[config.mk]
export PLATFORM = sky130hd
export DESIGN_NAME = ex_mdu_flat
export DESIGN_NICKNAME = d
export VERILOG_FILES = /design/src/rtl/ex_mdu_pkg.sv /design/src/rtl/ex_mdu_if.sv /design/src/rtl/ex_mdu_div_step.sv /design/src/rtl/ex_mdu.sv /design/src/flat_wrapper.sv
export SDC_FILE = /design/constraint.sdc
export NUM_CORES = 1
export LEC_CHECK = 0
export ABC_AREA = 1
export CORE_MARGIN = 2
export CORE_UTILIZATION = 45
export DETAILED_ROUTE_END_ITERATION = 10
export HOLD_SLACK_MARGIN = 0.12
export PLACE_DENSITY = 0.76
export SKIP_CTS_REPAIR_TIMING = 1
export SLEW_MARGIN = 20
export SYNTH_ARGS = -nofsm -noshare
export SYNTH_HDL_FRONTEND = slang
export SYNTH_SLANG_ARGS = --single-unit
[constraint.sdc]
create_clock -name clk -period 6.9 [get_ports clk]
set_clock_uncertainty 0.1 [all_clocks]
set_input_delay 1.38 -clock clk [delete_from_list [all_inputs] [get_ports clk]]
set_output_delay 1.38 -clock clk [all_outputs]
set_load 0.01 [all_outputs]
[src/rtl/ex_mdu_pkg.sv]
// rtl/ex_mdu_pkg.sv - shared op, state and decode constants for the RV32M multiply/divide unit
package ex_mdu_pkg;

  localparam logic [6:0] RV32M_FUNC7 = 7'b0000001;

  typedef enum logic [2:0] {
    MDU_OP_MUL    = 3'b000,
    MDU_OP_MULH   = 3'b001,
    MDU_OP_MULHSU = 3'b010,
    MDU_OP_MULHU  = 3'b011,
    MDU_OP_DIV    = 3'b100,
    MDU_OP_DIVU   = 3'b101,
    MDU_OP_REM    = 3'b110,
    MDU_OP_REMU   = 3'b111
  } mdu_op_e;

  typedef enum logic [1:0] {
    MDU_IDLE = 2'd0,
    MDU_CALC = 2'd1,
    MDU_DONE = 2'd2
  } mdu_state_e;

endpackage

[src/rtl/ex_mdu_if.sv]
// rtl/ex_mdu_if.sv - launch/writeback bundle between execute stage and the multiply/divide unit
interface ex_mdu_if #(
  parameter int XLEN = 32
);
  logic            start_i;
  logic [2:0]      op_i;
  logic [XLEN-1:0] op1_i;
  logic [XLEN-1:0] op2_i;
  logic [4:0]      rd_addr_i;
  logic            flush_i;
  logic            busy_o;
  logic            hold_flag_o;
  logic [4:0]      rd_addr_o;
  logic [XLEN-1:0] rd_data_o;
  logic            rd_wen_o;

  modport slave (
    input  start_i, op_i, op1_i, op2_i, rd_addr_i, flush_i,
    output busy_o, hold_flag_o, rd_addr_o, rd_data_o, rd_wen_o
  );

  modport master (
    output start_i, op_i, op1_i, op2_i, rd_addr_i, flush_i,
    input  busy_o, hold_flag_o, rd_addr_o, rd_data_o, rd_wen_o
  );
endinterface

[src/rtl/ex_mdu_div_step.sv]
// rtl/ex_mdu_div_step.sv - combinational UNROLL-bit restoring divide step on unsigned magnitudes
module mdu_div_step #(
  parameter int XLEN   = 32,
  parameter int UNROLL = 1
) (
  input  logic [XLEN-1:0] rem_i,
  input  logic [XLEN-1:0] quo_i,
  input  logic [XLEN-1:0] div_i,
  output logic [XLEN-1:0] rem_o,
  output logic [XLEN-1:0] quo_o
);
  logic [XLEN:0]   trial;
  logic [XLEN-1:0] r;
  logic [XLEN-1:0] q;

  // quo holds the not-yet-consumed dividend bits and fills with quotient bits from the right
  always_comb begin
    r     = rem_i;
    q     = quo_i;
    trial = '0;
    for (int i = 0; i < UNROLL; i++) begin
      trial = {r, q[XLEN-1]};
      q     = {q[XLEN-2:0], 1'b0};
      if (trial >= {1'b0, div_i}) begin
        trial = trial - {1'b0, div_i};
        q[0]  = 1'b1;
      end
      r = trial[XLEN-1:0];
    end
    rem_o = r;
    quo_o = q;
  end
endmodule

[src/rtl/ex_mdu.sv]
// rtl/ex_mdu.sv - RV32M multi-cycle multiply/divide execute unit
// Divider datapath and ops 100-111 are built only when MDU_DIV_EN is defined.
module ex_mdu
  import ex_mdu_pkg::*;
#(
  parameter int XLEN   = 32,
  parameter int UNROLL = 1
) (
  input logic     clk,
  input logic     rst,
  ex_mdu_if.slave bus
);
  localparam int N  = XLEN / UNROLL;
  localparam int CW = $clog2(N + 1);
  localparam logic [CW-1:0] N_CNT = CW'(N);

  mdu_state_e      state_q, state_d;
  logic [2:0]      op_q;
  logic [4:0]      rd_q;
  logic            neg_q;
  logic [XLEN-1:0] hi_q, lo_q, mcand_q;
  logic [CW-1:0]   cnt_q;

  logic            accept, fast, s1, s2, wen_ok;
  logic [XLEN-1:0] mag1, mag2, hi_d, lo_d;
  logic [XLEN:0]   sum;
  logic [XLEN-1:0] mul_hi, mul_lo, res;
  logic [2*XLEN-1:0] prod;

  always_comb begin
    s1   = bus.op1_i[XLEN-1] & (bus.op_i inside {MDU_OP_MULH, MDU_OP_MULHSU, MDU_OP_DIV, MDU_OP_REM});
    s2   = bus.op2_i[XLEN-1] & (bus.op_i inside {MDU_OP_MULH, MDU_OP_DIV, MDU_OP_REM});
    mag1 = s1 ? -bus.op1_i : bus.op1_i;
    mag2 = s2 ? -bus.op2_i : bus.op2_i;
  end

`ifdef MDU_DIV_EN
  logic            div_zero, div_ovf;
  logic [XLEN-1:0] div_hi, div_lo, sel;

  always_comb begin
    div_zero = bus.op_i[2] & (bus.op2_i == '0);
    div_ovf  = ((bus.op_i == MDU_OP_DIV) || (bus.op_i == MDU_OP_REM)) &&
               (bus.op1_i == {1'b1, {(XLEN-1){1'b0}}}) && (bus.op2_i == '1);
    fast     = div_zero | div_ovf;
  end

  mdu_div_step #(.XLEN(XLEN), .UNROLL(UNROLL)) u_div_step (
    .rem_i(hi_q),
    .quo_i(lo_q),
    .div_i(mcand_q),
    .rem_o(div_hi),
    .quo_o(div_lo)
  );

  assign hi_d   = op_q[2] ? div_hi : mul_hi;
  assign lo_d   = op_q[2] ? div_lo : mul_lo;
  assign wen_ok = 1'b1;
`else
  assign fast   = bus.op_i[2];
  assign hi_d   = mul_hi;
  assign lo_d   = mul_lo;
  assign wen_ok = ~op_q[2];
`endif

  assign accept = (state_q == MDU_IDLE) & bus.start_i & ~bus.flush_i;

  always_comb begin
    state_d = state_q;
    case (state_q)
      MDU_IDLE: if (accept) state_d = fast ? MDU_DONE : MDU_CALC;
      MDU_CALC: if (cnt_q == CW'(1)) state_d = MDU_DONE;
      MDU_DONE: state_d = MDU_IDLE;
      default:  state_d = MDU_IDLE;
    endcase
    if (bus.flush_i) state_d = MDU_IDLE;
  end

  // Shift-add: lo starts as the multiplier and is consumed from bit 0 as product bits shift in
  always_comb begin
    mul_hi = hi_q;
    mul_lo = lo_q;
    sum    = '0;
    for (int i = 0; i < UNROLL; i++) begin
      sum    = {1'b0, mul_hi} + (mul_lo[0] ? {1'b0, mcand_q} : '0);
      mul_lo = {sum[0], mul_lo[XLEN-1:1]};
      mul_hi = sum[XLEN:1];
    end
  end

  always_comb begin
    prod = {hi_q, lo_q};
    if (neg_q) prod = -prod;
    res = (op_q == MDU_OP_MUL) ? prod[XLEN-1:0] : prod[2*XLEN-1:XLEN];
`ifdef MDU_DIV_EN
    sel = op_q[1] ? hi_q : lo_q;
    if (op_q[2]) res = neg_q ? -sel : sel;
`else
    if (op_q[2]) res = '0;
`endif
  end

  always_comb begin
    bus.busy_o      = (state_q != MDU_IDLE);
    bus.hold_flag_o = accept | (state_q == MDU_CALC);
    bus.rd_wen_o    = (state_q == MDU_DONE) & (rd_q != 5'd0) & ~bus.flush_i & wen_ok;
    bus.rd_data_o   = (state_q == MDU_DONE) ? res : '0;
    bus.rd_addr_o   = (state_q == MDU_DONE) ? rd_q : 5'd0;
  end

  always_ff @(posedge clk or posedge rst) begin
    if (rst) begin
      state_q <= MDU_IDLE;
      op_q    <= '0;
      rd_q    <= '0;
      neg_q   <= 1'b0;
      hi_q    <= '0;
      lo_q    <= '0;
      mcand_q <= '0;
      cnt_q   <= '0;
    end else begin
      state_q <= state_d;
      if (accept) begin
        op_q    <= bus.op_i;
        rd_q    <= bus.rd_addr_i;
        cnt_q   <= N_CNT;
        hi_q    <= '0;
        lo_q    <= mag2;
        mcand_q <= mag1;
        neg_q   <= s1 ^ s2;
`ifdef MDU_DIV_EN
        // Fast cases preload {remainder, quotient} so the common result mux serves them
        if (bus.op_i[2]) begin
          lo_q    <= mag1;
          mcand_q <= mag2;
          neg_q   <= bus.op_i[1] ? s1 : (s1 ^ s2);
          if (div_zero) begin
            hi_q  <= bus.op1_i;
            lo_q  <= '1;
            neg_q <= 1'b0;
          end else if (div_ovf) begin
            lo_q  <= bus.op1_i;
            neg_q <= 1'b0;
          end
        end
`endif
      end else if (state_q == MDU_CALC) begin
        hi_q  <= hi_d;
        lo_q  <= lo_d;
        cnt_q <= cnt_q - CW'(1);
      end
    end
  end
endmodule

[src/flat_wrapper.sv]
// flat-port wrapper written by rule: the top's interface ports become plain ports
module ex_mdu_flat import ex_mdu_pkg::*;
#(
  parameter int XLEN   = 32,
  parameter int UNROLL = 1
)
  (clk, rst, bus_start_i, bus_op_i, bus_op1_i, bus_op2_i, bus_rd_addr_i, bus_flush_i, bus_busy_o, bus_hold_flag_o, bus_rd_addr_o, bus_rd_data_o, bus_rd_wen_o);
  ex_mdu_if #(.XLEN(XLEN)) bus_i ();
  input logic clk;
  input logic rst;
  input wire logic [$bits(bus_i.start_i)-1:0] bus_start_i;
  input wire logic [$bits(bus_i.op_i)-1:0] bus_op_i;
  input wire logic [$bits(bus_i.op1_i)-1:0] bus_op1_i;
  input wire logic [$bits(bus_i.op2_i)-1:0] bus_op2_i;
  input wire logic [$bits(bus_i.rd_addr_i)-1:0] bus_rd_addr_i;
  input wire logic [$bits(bus_i.flush_i)-1:0] bus_flush_i;
  output wire logic [$bits(bus_i.busy_o)-1:0] bus_busy_o;
  output wire logic [$bits(bus_i.hold_flag_o)-1:0] bus_hold_flag_o;
  output wire logic [$bits(bus_i.rd_addr_o)-1:0] bus_rd_addr_o;
  output wire logic [$bits(bus_i.rd_data_o)-1:0] bus_rd_data_o;
  output wire logic [$bits(bus_i.rd_wen_o)-1:0] bus_rd_wen_o;
  assign bus_i.start_i = bus_start_i;
  assign bus_i.op_i = bus_op_i;
  assign bus_i.op1_i = bus_op1_i;
  assign bus_i.op2_i = bus_op2_i;
  assign bus_i.rd_addr_i = bus_rd_addr_i;
  assign bus_i.flush_i = bus_flush_i;
  assign bus_busy_o = bus_i.busy_o;
  assign bus_hold_flag_o = bus_i.hold_flag_o;
  assign bus_rd_addr_o = bus_i.rd_addr_o;
  assign bus_rd_data_o = bus_i.rd_data_o;
  assign bus_rd_wen_o = bus_i.rd_wen_o;
  ex_mdu #(.XLEN(XLEN), .UNROLL(UNROLL)) u_core (.clk(clk), .rst(rst), .bus(bus_i));
endmodule
* Word-level counts from Yosys, hierarchy flattened
Cells that the tools add are included.
Word-level totals: flip-flop bits (word level) 113, memory bits (read-only) 0, bits of input ports 76, bits in writable memories 0, memories 0, bits in latches 0, logic and storage cells 60
Cells by class: eq/ne operators 9, bitwise operators 11, magnitude comparators 0, divide/modulo/power cells 0, multiplexer cells 19, shifts and indexed selects 0, add/subtract/negate cells 5, $mul 0, reductions and logical operators 8
Operators by type and width (number):
- 2-to-1 mux 32 bit | 10
- 2-to-1 mux 64 bit | 1
- negator 32 bit | 2
- negator 64 bit | 1
- adder 32 x 33 -> 33 bit | 1
- 2-to-1 mux 6 bit | 2
- 2-to-1 mux 2 bit | 4
- bitwise AND 1 bit | 7
- == test 3 bit (second input constant) | 2
- == test 6 x 1 -> 1 bit (second input constant) | 1
- inequality test 3 x 2 -> 1 bit (second input constant) | 2
- subtractor 6 x 1 -> 6 bit (second input constant) | 1
- 2-to-1 mux 5 bit | 1
- nonzero test 5 bit | 1
- one-hot mux 2 bit (2 select lines) | 1
- nonzero test 2 bit | 2
- nonzero test 4 bit | 1
- == test 3 x 1 -> 1 bit (second input constant) | 1
- == test 3 x 2 -> 1 bit (second input constant) | 1
- logical NOT 3 bit | 1
- nonzero test 3 bit | 1
- == test 2 x 1 -> 1 bit (second input constant) | 1
- == test 2 bit (second input constant) | 1
- logical NOT 2 bit | 1
- 4 further kinds | 5

* Logic depth before layout (Yosys ltp)
Gate-level depths: netlist of the first run.
depth after elaboration 6, gate-level depth with buffers 17

* Worst setup path before layout of the first run
OpenSTA, ideal clock, no wires.
kind input -> output, start point input port bus_flush_i, end point output port bus_hold_flag_o, required time 5.420 ns, data arrival time 1.987 ns, path buffers 1, stages 4, slack 3.433 ns, cells stage by stage nor2_1 nand2_1 nand2_2 buf_2
Between the ends: cells in the longest elaborated chain, start to end 3
RTL lines:
- start, declared | line flat_wrapper.sv:16 | input wire logic [$bits(bus_i.flush_i)-1:0] bus_flush_i;
- NOT 1 bit | line ex_mdu.sv:66 | assign accept = (state_q == MDU_IDLE) & bus.start_i & ~bus.flush_i;
- bitwise AND 1 bit | line ex_mdu.sv:66
- bitwise OR 1 bit | line ex_mdu.sv:105 | bus.hold_flag_o = accept | (state_q == MDU_CALC);
- end, declared | line flat_wrapper.sv:18 | output wire logic [$bits(bus_i.hold_flag_o)-1:0] bus_hold_flag_o;
No other way between the ends.

* Final worst setup path of the first run
start point register u_core.lo_q[0], end point output port bus_rd_data_o[14]
Between the ends: cells in the longest elaborated chain, start to end 5
RTL lines:
- start, declared | line ex_mdu.sv:21 | logic [XLEN-1:0] hi_q, lo_q, mcand_q;
- start signal, assigned | line ex_mdu.sv:128 | lo_q <= mag2;
- start signal, assigned | line ex_mdu.sv:149 | lo_q <= lo_d;
- negator 64 bit | line ex_mdu.sv:93 | if (neg_q) prod = -prod;
- 2-to-1 mux 64 bit | line ex_mdu.sv:93
- 2-to-1 mux 32 bit | line ex_mdu.sv:94 | res = (op_q == MDU_OP_MUL) ? prod[XLEN-1:0] : prod[2*XLEN-1:XLEN];
- 2-to-1 mux 32 bit | line ex_mdu.sv:99 | if (op_q[2]) res = '0;
- 2-to-1 mux 32 bit | line ex_mdu.sv:107 | bus.rd_data_o = (state_q == MDU_DONE) ? res : '0;
- end, declared | line flat_wrapper.sv:20 | output wire logic [$bits(bus_i.rd_data_o)-1:0] bus_rd_data_o;
No other way between the ends.

==> results of run 1 <==
## worst min-delay path, stage by stage, from the launching register on
cell	delay [ns]
dfrtp_1	0.34
nand2_1	0.06
nand2_1	0.05
## power by group
part,switching [mW],internal [mW]
Combinational,1.45,0.715
Clock,0.379,0.479
Sequential,0.327,0.870
## final cells by class
class	count	area, um2	share of cell area
Clock buffer	18	439	0.0326
Clock inverter	14	118	0.00874
Inverter	275	1040	0.0770
Multi-Input combinational cell	1554	7400	0.550
Sequential cell	113	2830	0.210
Tap cell	330	413	0.0307
Timing Repair Buffer	124	1220	0.0906
## per-layer routing
layer  GRT usage  vias up  wire length [um]
met5           0        -                 0
met4      0.0682        0               694
met3      0.0593       53              3430
met2       0.450      590             17300
met1       0.443     6232             18600
li1            -     6607                 -
## through the flow
| stage | utilization | worst slack (ns) |
|---|---|---|
| 2_1_floorplan | - | 2.43 |
| 3_3_place_gp | 0.512 | 2.40 |
| 5_1_grt | 0.534 | 1.53 |
| 6_report | 0.534 | 1.82 |
| 4_1_cts | 0.534 | 1.84 |
| 3_5_place_dp | 0.512 | 2.34 |
## layout by cell type, fill, tap and decap left out, drive strengths merged, types with 4 or more instances in the layout
master,Yosys,layout
nand2,667,667
inv,273,281
nor2,273,273
nand3,243,243
clkdlybuf4s50,0,115
o21ai,115,115
dfrtp,113,113
a21oi,69,69
ha,37,37
nand4,25,25
nor3,23,23
clkbuf,20,18
o221ai,16,16
o22ai,14,14
xor2,13,13
a31oi,12,12
o21bai,11,11
buf,36,9
xnor2,7,7
nand3b,6,6
clkinv,2,6
or2,5,5
o211ai,4,4
## path summary, 6_finish.rpt
check                                          startpoint                             end  slack (ns)  depth (start not counted)
max in group asynchronous                             rst     u_core.lo_q[16]$_DFFE_PP0P_        4.19                          3
min in group asynchronous                             rst     u_core.cnt_q[4]$_DFFE_PP0P_        1.38                          2
max reg2reg                    u_core.lo_q[0]$_DFFE_PP0P_     u_core.hi_q[13]$_DFFE_PP0P_        3.59                         13
max                            u_core.lo_q[0]$_DFFE_PP0P_               bus_rd_data_o[14]        1.82                         14
min                        u_core.mcand_q[26]$_DFFE_PP0P_  u_core.mcand_q[26]$_DFFE_PP0P_        0.38                          2
min reg2reg                u_core.mcand_q[26]$_DFFE_PP0P_  u_core.mcand_q[26]$_DFFE_PP0P_        0.38                          2
## synth_stat cells (2+ instances only)
cell type and number:
nand2_1 654, inv_1 266, nor2_1 254, nand3_1 235, dfrtp_1 113, o21ai_0 108, a21oi_1 69, ha_1 37
buf_2 32, nand4_1 25, nor3_1 21, clkbuf_1 20, o221ai_1 16, o22ai_1 14, xor2_1 13, a31oi_1 12
nor2_2 12, nand2_2 11, o21bai_1 11, inv_2 7, xnor2_1 7, nand3_2 6, nand3b_1 6, nor2_4 6
o21ai_1 5, o211ai_1 4, nor4_1 3, or2_2 3, buf_4 2, nand2_4 2, nand3_4 2, nor3_2 2
## cell families (layout without fill, tap and decap cells)
| kind of cell | after synthesis | in the layout |
|---|---|---|
| simple gates | 1248 | 1248 |
| buf+inv | 331 | 431 |
| compound gates | 248 | 248 |
| flops | 113 | 113 |
| fa+ha+maj | 38 | 38 |
| xor+xnor | 20 | 20 |
## registers in the layout, indices dropped and copies added, names as in the netlist
signal / cells
u_core.op_q: 3
u_core.rd_q: 5
u_core.neg_q: 1
u_core.cnt_q: 6
u_core.lo_q: 32
u_core.mcand_q: 32
u_core.hi_q: 32
u_core.state_q: 2
==> flow_summary.toml, run 1 <==
[cts]
cts_tree = "yes"
clk_pin_slew_ns = 0.06
numClockSinks = 113
htreeDepth = 4
cts_buffers = 17
clk_latency_ns = 0.44
clockRootBuffer = "clkbuf_16"
clk_path_buf_depth = 2

[sta]
tns_ns = 0
whs_ns = 0.381
drv_slew = 0
rsz0062_at_grt = "false"
max_freq_mhz = 197
worst_pin_slew_ns = 1.03
setup_violations = 0
hold_violations = 0
min_period_over_period = 0.736
fin_crit_ns = 5.08
relSlewSlack = 0.310

[global_routing]
grt_overflow = 0
antenna_found_initial = 0
grt_usage = 0.300
grt_max_degree = 73
grt_pass1_vias = 12000
grt_pass1_wl_um = 63400

[setup_path]
critical-path-slowest-cell = "dfrtp_1"
crit_path_end_kind = "output port"
worst_path_most_repeated_cell = "nand2_1"
crit_fanout = 34
crit_path_max_incr_delay_ns = 1.02
worstPathBufferInverterCount = 5
crit_required_ns = 5.42
start_kind = "register"
critPathKind = "register to output port"
path_cells = "clkinv_2 > ha_1 > inv_1 > nor2_2 > nand3_4 > nor2_8 > inv_1 > nand2_1 > nand2_1 > nand2_1 > a31oi_1 > nand2_1 > inv_1 > clkdlybuf4s50_1"
cpLargestDelayFamily = "buffers and inverters"
crit_arrival_ns = 3.60

[worst_hold_path]
hp-class = "register to register"

[finish]
nets = 2199
final.fill_count = 2614
n_antenna_cell = 0
area_growth_pct = 16.8
final_cell_area_mm2 = 0.0135
drive_gt1_frac = 0.0481
fin_cells = 2428

[synthesis]
synth_ff_type = "dfrtp_1"
synth_top_family_by_area = "simple AND/OR/NAND/NOR gates"
synthesis.area_mm2 = 0.0115
synth_xor_area_frac = 0.0152
synth-seq-area-share = 0.245
yosysWarnings = 0
synth_top_area_frac = 0.245
yosys.area_share.adder = 0.0419
yosysUniqueCellTypes = 52
synth_edf_count = 0
synth_compound_area_frac = 0.122
synthTopCellsByArea = "dfrtp_1 (25%), nand2_1 (21%), nand3_1 (10%)"
postSynthCellCount = 1998
synth_seq_cells = 113
synthArstFlopShare = 1.00
synthSimpleGateAreaFrac = 0.463
syn_nets = 2112
synthMuxAreaShare = 0
yosys.area.top_type = "dfrtp_1"
synth.avg_cell_area_um2 = 5.77

[place]
routabilityCongestion = 1.01
placed_cells = 2396
placed_area_mm2 = 0.0129
hpwlAfterDp_um = 30900
numPortBuffers = 115

[floorplanning]
initial_utilization = 0.458
std_cell_rows = 58
die_h_um = 164
die-area_mm2 = 0.0269
die_x_um = 164
core_mm2 = 0.0252
io_pins = 116

[drt]
vias_per_cell = 5.55
drtIter0Drc = 1463
antenna_left = 0
firstDrtPassIters = 7
routedWlPerCell_um = 16.5
vias = 13500
drc = 0
drt_wl_total_um = 40000

[run_status]
status = "finished, final reports clean"

[pwr]
power_leakage_nw = 6.97
ir_worst_vdd_uv = 199
p_per_area_mw_per_mm2 = 314
p_total_mw = 4.22

[run]
cap_violations = 0
(Power assumes the default switching activity.)
==> inputs of run 2 (changes only) <==
==> constraint.sdc (replaced) <==
create_clock -name clk -period 4.7 [get_ports clk]
set_clock_uncertainty 0.1 [all_clocks]
set_input_delay 0.94 -clock clk [delete_from_list [all_inputs] [get_ports clk]]
set_output_delay 0.94 -clock clk [all_outputs]
set_load 0.01 [all_outputs]
==> run 2 against run 1 <==
Against the previous run: first-iteration DRC count is 5.0% lower; design area is 0.52% higher; worst setup slack worse by 1.1 ns; largest cell class unchanged; flip-flop and latch count stayed put; sequential power is 43% higher; sequential share of layout area is 0.11 points lower; count of clock-buffer cells in the layout is 1 lower; via count is 0.53% lower; clock power is 53% higher; critical path type unchanged; power is 48% higher; core utilization is 0.28 points higher; combinational power is 50% higher.
==> flow_summary.toml, run 2 (synthesis gave the netlist of run 1 again) <==
[run_status]
status = "finished, final reports clean"

[place]
hpwlAfterDp_um = 31800
dp_slack_ns = 1.16
placed_area_mm2 = 0.0129
routabilityCongestion = 0.978
numPortBuffers = 115

[cts]
clk_path_buf_depth = 2
clk_latency_ns = 0.43
numClockSinks = 113
htreeDepth = 4
cts_buffers = 17
clk_pin_slew_ns = 0.06
cts_tree = "yes"
clockRootBuffer = "clkbuf_16"

[pwr]
comb_power_share = 0.517
ir_worst_vdd_uv = 350
pwr-share-clk = 0.209
p_seq_frac = 0.274
power_switching_mw = 3.18
p_int_mw = 3.09
power_leakage_nw = 7.01
switching_share = 0.508
p_per_area_mw_per_mm2 = 463

[finish]
mostFrequentLayoutCells = "nand2_1 (653), inv_1 (265), nor2_1 (253)"
final_cell_area_mm2 = 0.0135
utilization = 0.537
reg_top3 = "u_core.hi_q: 32 flops, u_core.lo_q: 32 flops, u_core.mcand_q: 32 flops"
area_growth_pct = 17.4
n_antenna_cell = 0
layout_commonest_cell = "nand2_1"
nets = 2204
drive_gt1_frac = 0.0504

[floorplanning]
io_pins = 116
die_h_um = 164
die-area_mm2 = 0.0269
initial_utilization = 0.458
std_cell_rows = 58
die_x_um = 164
core_mm2 = 0.0252

[setup_path]
path_cells = "inv_1 > ha_1 > inv_1 > nor2_2 > nand3_4 > nor2_8 > nand3_2 > nand2_2 > nand3_1 > a31oi_1 > clkdlybuf4s50_1"
reg2regPathDepth = 14
crit_path_end_kind = "output port"
crit_fanout = 9
crit_required_ns = 3.66
reg2reg_slack_ns = 1.74
regToRegStartpoint = "u_core.lo_q[0]$_DFFE_PP0P_"
start_kind = "register"
critical-path-slowest-cell = "clkdlybuf4s50_1"
crit_path_max_incr_delay_ns = 0.61
worst_path_most_repeated_cell = "inv_1"
r2r-end = "u_core.hi_q[13]$_DFFE_PP0P_"
critPathKind = "register to output port"
crit_arrival_ns = 2.99

[global_routing]
grt_util_met3 = 0.0654
antenna_found_initial = 0
grt_pass1_wl_um = 64500
grt_max_degree = 71
met2_usage = 0.461
grt.met1_usage = 0.447
grt_usage = 0.307
grt_overflow = 0
top_usage_layer = "met2"
grt_pass1_vias = 12300

[drt]
drtIter0Drc = 1390
drc = 0
firstDrtPassIters = 7
routedWlPerCell_um = 16.7
vias_per_cell = 5.51
vias = 13400
drt_wl_total_um = 40700
antenna_left = 0

[worst_hold_path]
hold_end = "u_core.mcand_q[3]$_DFFE_PP0P_"
min_from = "u_core.mcand_q[3]$_DFFE_PP0P_"
hp-class = "register to register"
min_path_cells = 2

[sta]
tns_ns = 0
whs_ns = 0.379
fin_crit_ns = 4.03
rsz0062_at_grt = "false"
worst_slack_ns = 0.671
max_freq_mhz = 248
relSlewSlack = 0.338
setup_violations = 0
drv_slew = 0
worst_pin_slew_ns = 0.992
hold_violations = 0
min_period_over_period = 0.857

[run]
cap_violations = 0
run 2: stage by stage:
| stage | total power [mW] | instances |
|---|---|---|
| CTS | 6.19 | 2433 |
| global placement | 4.82 | 2401 |
| detailed placement | 4.86 | 2401 |
| global route | 6.74 | 2433 |
| floorplan | 3.82 | 1998 |
| finish | 6.27 | 2433 |
run 2: worst max-delay path, delay by kind of cell, from the launching register on:
family	cells	cell delay [ns]
compound gates	1	0.29
fa+ha+maj	1	0.19
buf+inv	3	0.84
flops	1	0.37
simple gates	6	0.87
run 2: metal layers:
layer	share of wire	up-vias	wire (um)
li1	-	6605	-
met1	0.46	6183	18800
met2	0.43	566	17500
met3	0.090	57	3650
met4	0.020	0	829
met5	0	-	0
run 2: area by class of cell:
class,count,area (um2)
Timing Repair Buffer,129,1270
Fill cell,2606,11700
Tap cell,330,413
Inverter,275,1040
Clock inverter,15,151
Multi-Input combinational cell,1554,7400
Clock buffer,17,425
Sequential cell,113,2830
run 2: how the worst max path moves through the flow:
stage                           startpoint                           to  slack, ns  cells after the start
3_5_place_dp    u_core.lo_q[1]$_DFFE_PP0P_            bus_rd_data_o[14]       1.16                     13
3_3_place_gp   u_core.lo_q[10]$_DFFE_PP0P_             bus_rd_data_o[5]       1.14                     12
2_1_floorplan                          rst  u_core.cnt_q[0]$_DFFE_PP0P_       0.67                      1
4_1_cts         u_core.lo_q[1]$_DFFE_PP0P_            bus_rd_data_o[14]       0.68                     13
6_report        u_core.lo_q[1]$_DFFE_PP0P_             bus_rd_data_o[6]       0.67                     11
5_1_grt         u_core.lo_q[1]$_DFFE_PP0P_            bus_rd_data_o[26]       0.45                     13
run 2: power by group through the flow:
stage | logic, mW | clock network, mW | registers [mW]
CTS | 3.17 | 1.32 | 1.70
global route | 3.62 | 1.36 | 1.75
finish | 3.24 | 1.31 | 1.72
global placement | 3.12 | 0 | 1.70
detailed placement | 3.15 | 0 | 1.71
floorplan | 2.29 | 0 | 1.53
==> inputs of run 3 (changes only) <==
--- a/config.mk
+++ b/config.mk
@@ -8,6 +8,7 @@
 export ABC_AREA = 1
 export CORE_MARGIN = 2
 export CORE_UTILIZATION = 45
+export CTS_BUF_LIST = sky130_fd_sc_hd__clkbuf_8
 export DETAILED_ROUTE_END_ITERATION = 10
 export HOLD_SLACK_MARGIN = 0.12
 export PLACE_DENSITY = 0.76
==> run 3 against run 2 <==
Against the previous run: global-route usage decreased by 0.14 points; sequential share of layout area increased by 0.30 points; register-to-register slack worse by 0.05 ns; worst hold slack better by 0.0045 ns; clock power decreased by 28%; routed wire length is 0.55% lower; power shrank 5.8%; design area decreased by 1.4%; worst setup slack got worse by 0.055 ns; maximum frequency is 1.3% lower; count of clock-buffer cells in the layout is the same; critical path depth grew 1; largest cell class unchanged; largest power group unchanged; highest routed layer unchanged.
==> flow_summary.toml, run 3 (synthesis gave the netlist of run 1 again) <==
[finish]
utilization = 0.529
mostFrequentLayoutCells = "nand2_1 (653), inv_1 (265), nor2_1 (253)"
n_antenna_cell = 0
final.fill_count = 2637
fin_cells = 2433
layout_commonest_cell = "nand2_1"
reg_top3 = "u_core.hi_q: 32 flops, u_core.lo_q: 32 flops, u_core.mcand_q: 32 flops"
nets = 2204
final_cell_area_mm2 = 0.0133
area_growth_pct = 15.7
drive_gt1_frac = 0.0504

[setup_path]
critical-path-slowest-cell = "clkdlybuf4s50_1"
crit_arrival_ns = 3.04
worst_path_most_repeated_cell = "nand2_1"
start_kind = "register"
crit_fanout = 5
path_cells = "nor2_4 > nand2_2 > nor2_2 > nand2_1 > nor2_4 > nand2_1 > nand2_1 > nand2_1 > nand3_1 > nand3_1 > inv_1 > clkdlybuf4s50_1"
crit_path_end_kind = "output port"
crit_required_ns = 3.66
crit_path_max_incr_delay_ns = 0.53
critPathKind = "register to output port"

[drt]
drt_wl_total_um = 40500
vias = 13400
drtIter0Drc = 1370
vias_per_cell = 5.51
antenna_left = 0
drc = 0
routedWlPerCell_um = 16.6
firstDrtPassIters = 6

[place]
placed_area_mm2 = 0.0129
numPortBuffers = 115
routabilityCongestion = 0.978
hpwlAfterDp_um = 31800
placed_cells = 2401

[sta]
setup_violations = 0
relSlewSlack = 0.340
hold_violations = 0
drv_slew = 0
fin_crit_ns = 4.08
rsz0062_at_grt = "false"
worst_pin_slew_ns = 0.989
max_freq_mhz = 245
whs_ns = 0.383
tns_ns = 0
min_period_over_period = 0.869

[global_routing]
antenna_found_initial = 0
grt_pass1_wl_um = 64300
grt_usage = 0.306
grt_overflow = 0
grt_max_degree = 71
grt_pass1_vias = 12300

[floorplanning]
initial_utilization = 0.458
die_h_um = 164
die_x_um = 164
io_pins = 116
die-area_mm2 = 0.0269
core_mm2 = 0.0252
std_cell_rows = 58

[cts]
clk_path_buf_depth = 2
cts_tree = "yes"
cts_buffers = 17
clockRootBuffer = "clkbuf_8"
clk_latency_ns = 0.47
clk_pin_slew_ns = 0.08
numClockSinks = 113
htreeDepth = 4

[worst_hold_path]
hp-class = "register to register"

[pwr]
ir_worst_vdd_uv = 330
power_leakage_nw = 6.92
p_per_area_mw_per_mm2 = 443

[run]
cap_violations = 0

[run_status]
status = "finished, final reports clean"
run 3: cell type report:
cell class / count / area (um2) / share of cell area
multi-input combinational: 1554 / 7400 / 0.555
sequential: 113 / 2830 / 0.212
timing repair buffer: 129 / 1270 / 0.0952
inverter: 275 / 1040 / 0.0777
tap: 330 / 413 / 0.0310
clock buffer: 17 / 234 / 0.0175
clock inverter: 15 / 151 / 0.0114
run 3: power breakdown:
part,switching [mW],internal (mW)
registers,0.439,1.28
clock network,0.515,0.434
logic,2.18,1.06
total,3.13,2.77
run 3: layer usage:
metal,share of wire,routed length [um],vias up,GRT usage
met1,0.46,18600,6143,0.452
met3,0.098,3960,59,0.0593
li1,-,-,6611,-
met5,0,0,-,0
met4,0.022,884,0,0.0829
met2,0.42,17100,604,0.454
run 3: metrics by stage:
| stage | power [mW] | setup WS [ns] |
|---|---|---|
| 2_1_floorplan | 3.82 | 0.673 |
| 3_3_place_gp | 4.82 | 1.14 |
| 3_5_place_dp | 4.86 | 1.16 |
| 4_1_cts | 5.82 | 0.642 |
| 5_1_grt | 6.37 | 0.422 |
| 6_report | 5.90 | 0.617 |
run 3: final timing paths:
check,startpoint,to,slack [ns],cells past startpoint
worst max-delay path,u_core.lo_q[10]$_DFFE_PP0P_,bus_rd_data_o[5],0.62,12
max in group asynchronous,rst,u_core.hi_q[20]$_DFFE_PP0P_,2.91,3
worst min-delay path,u_core.mcand_q[2]$_DFFE_PP0P_,u_core.mcand_q[2]$_DFFE_PP0P_,0.38,2
min in group asynchronous,rst,u_core.cnt_q[3]$_DFFE_PP0P_,0.78,2
worst max register to register,u_core.lo_q[0]$_DFFE_PP0P_,u_core.hi_q[13]$_DFFE_PP0P_,1.69,14
worst min register to register,u_core.mcand_q[2]$_DFFE_PP0P_,u_core.mcand_q[2]$_DFFE_PP0P_,0.38,2
run 3: critical path: cells and delay by family (launching register included):
family        cells  cell delay (ns)
buf+inv           2             0.61
flops             1             0.49
simple gates     10             1.48
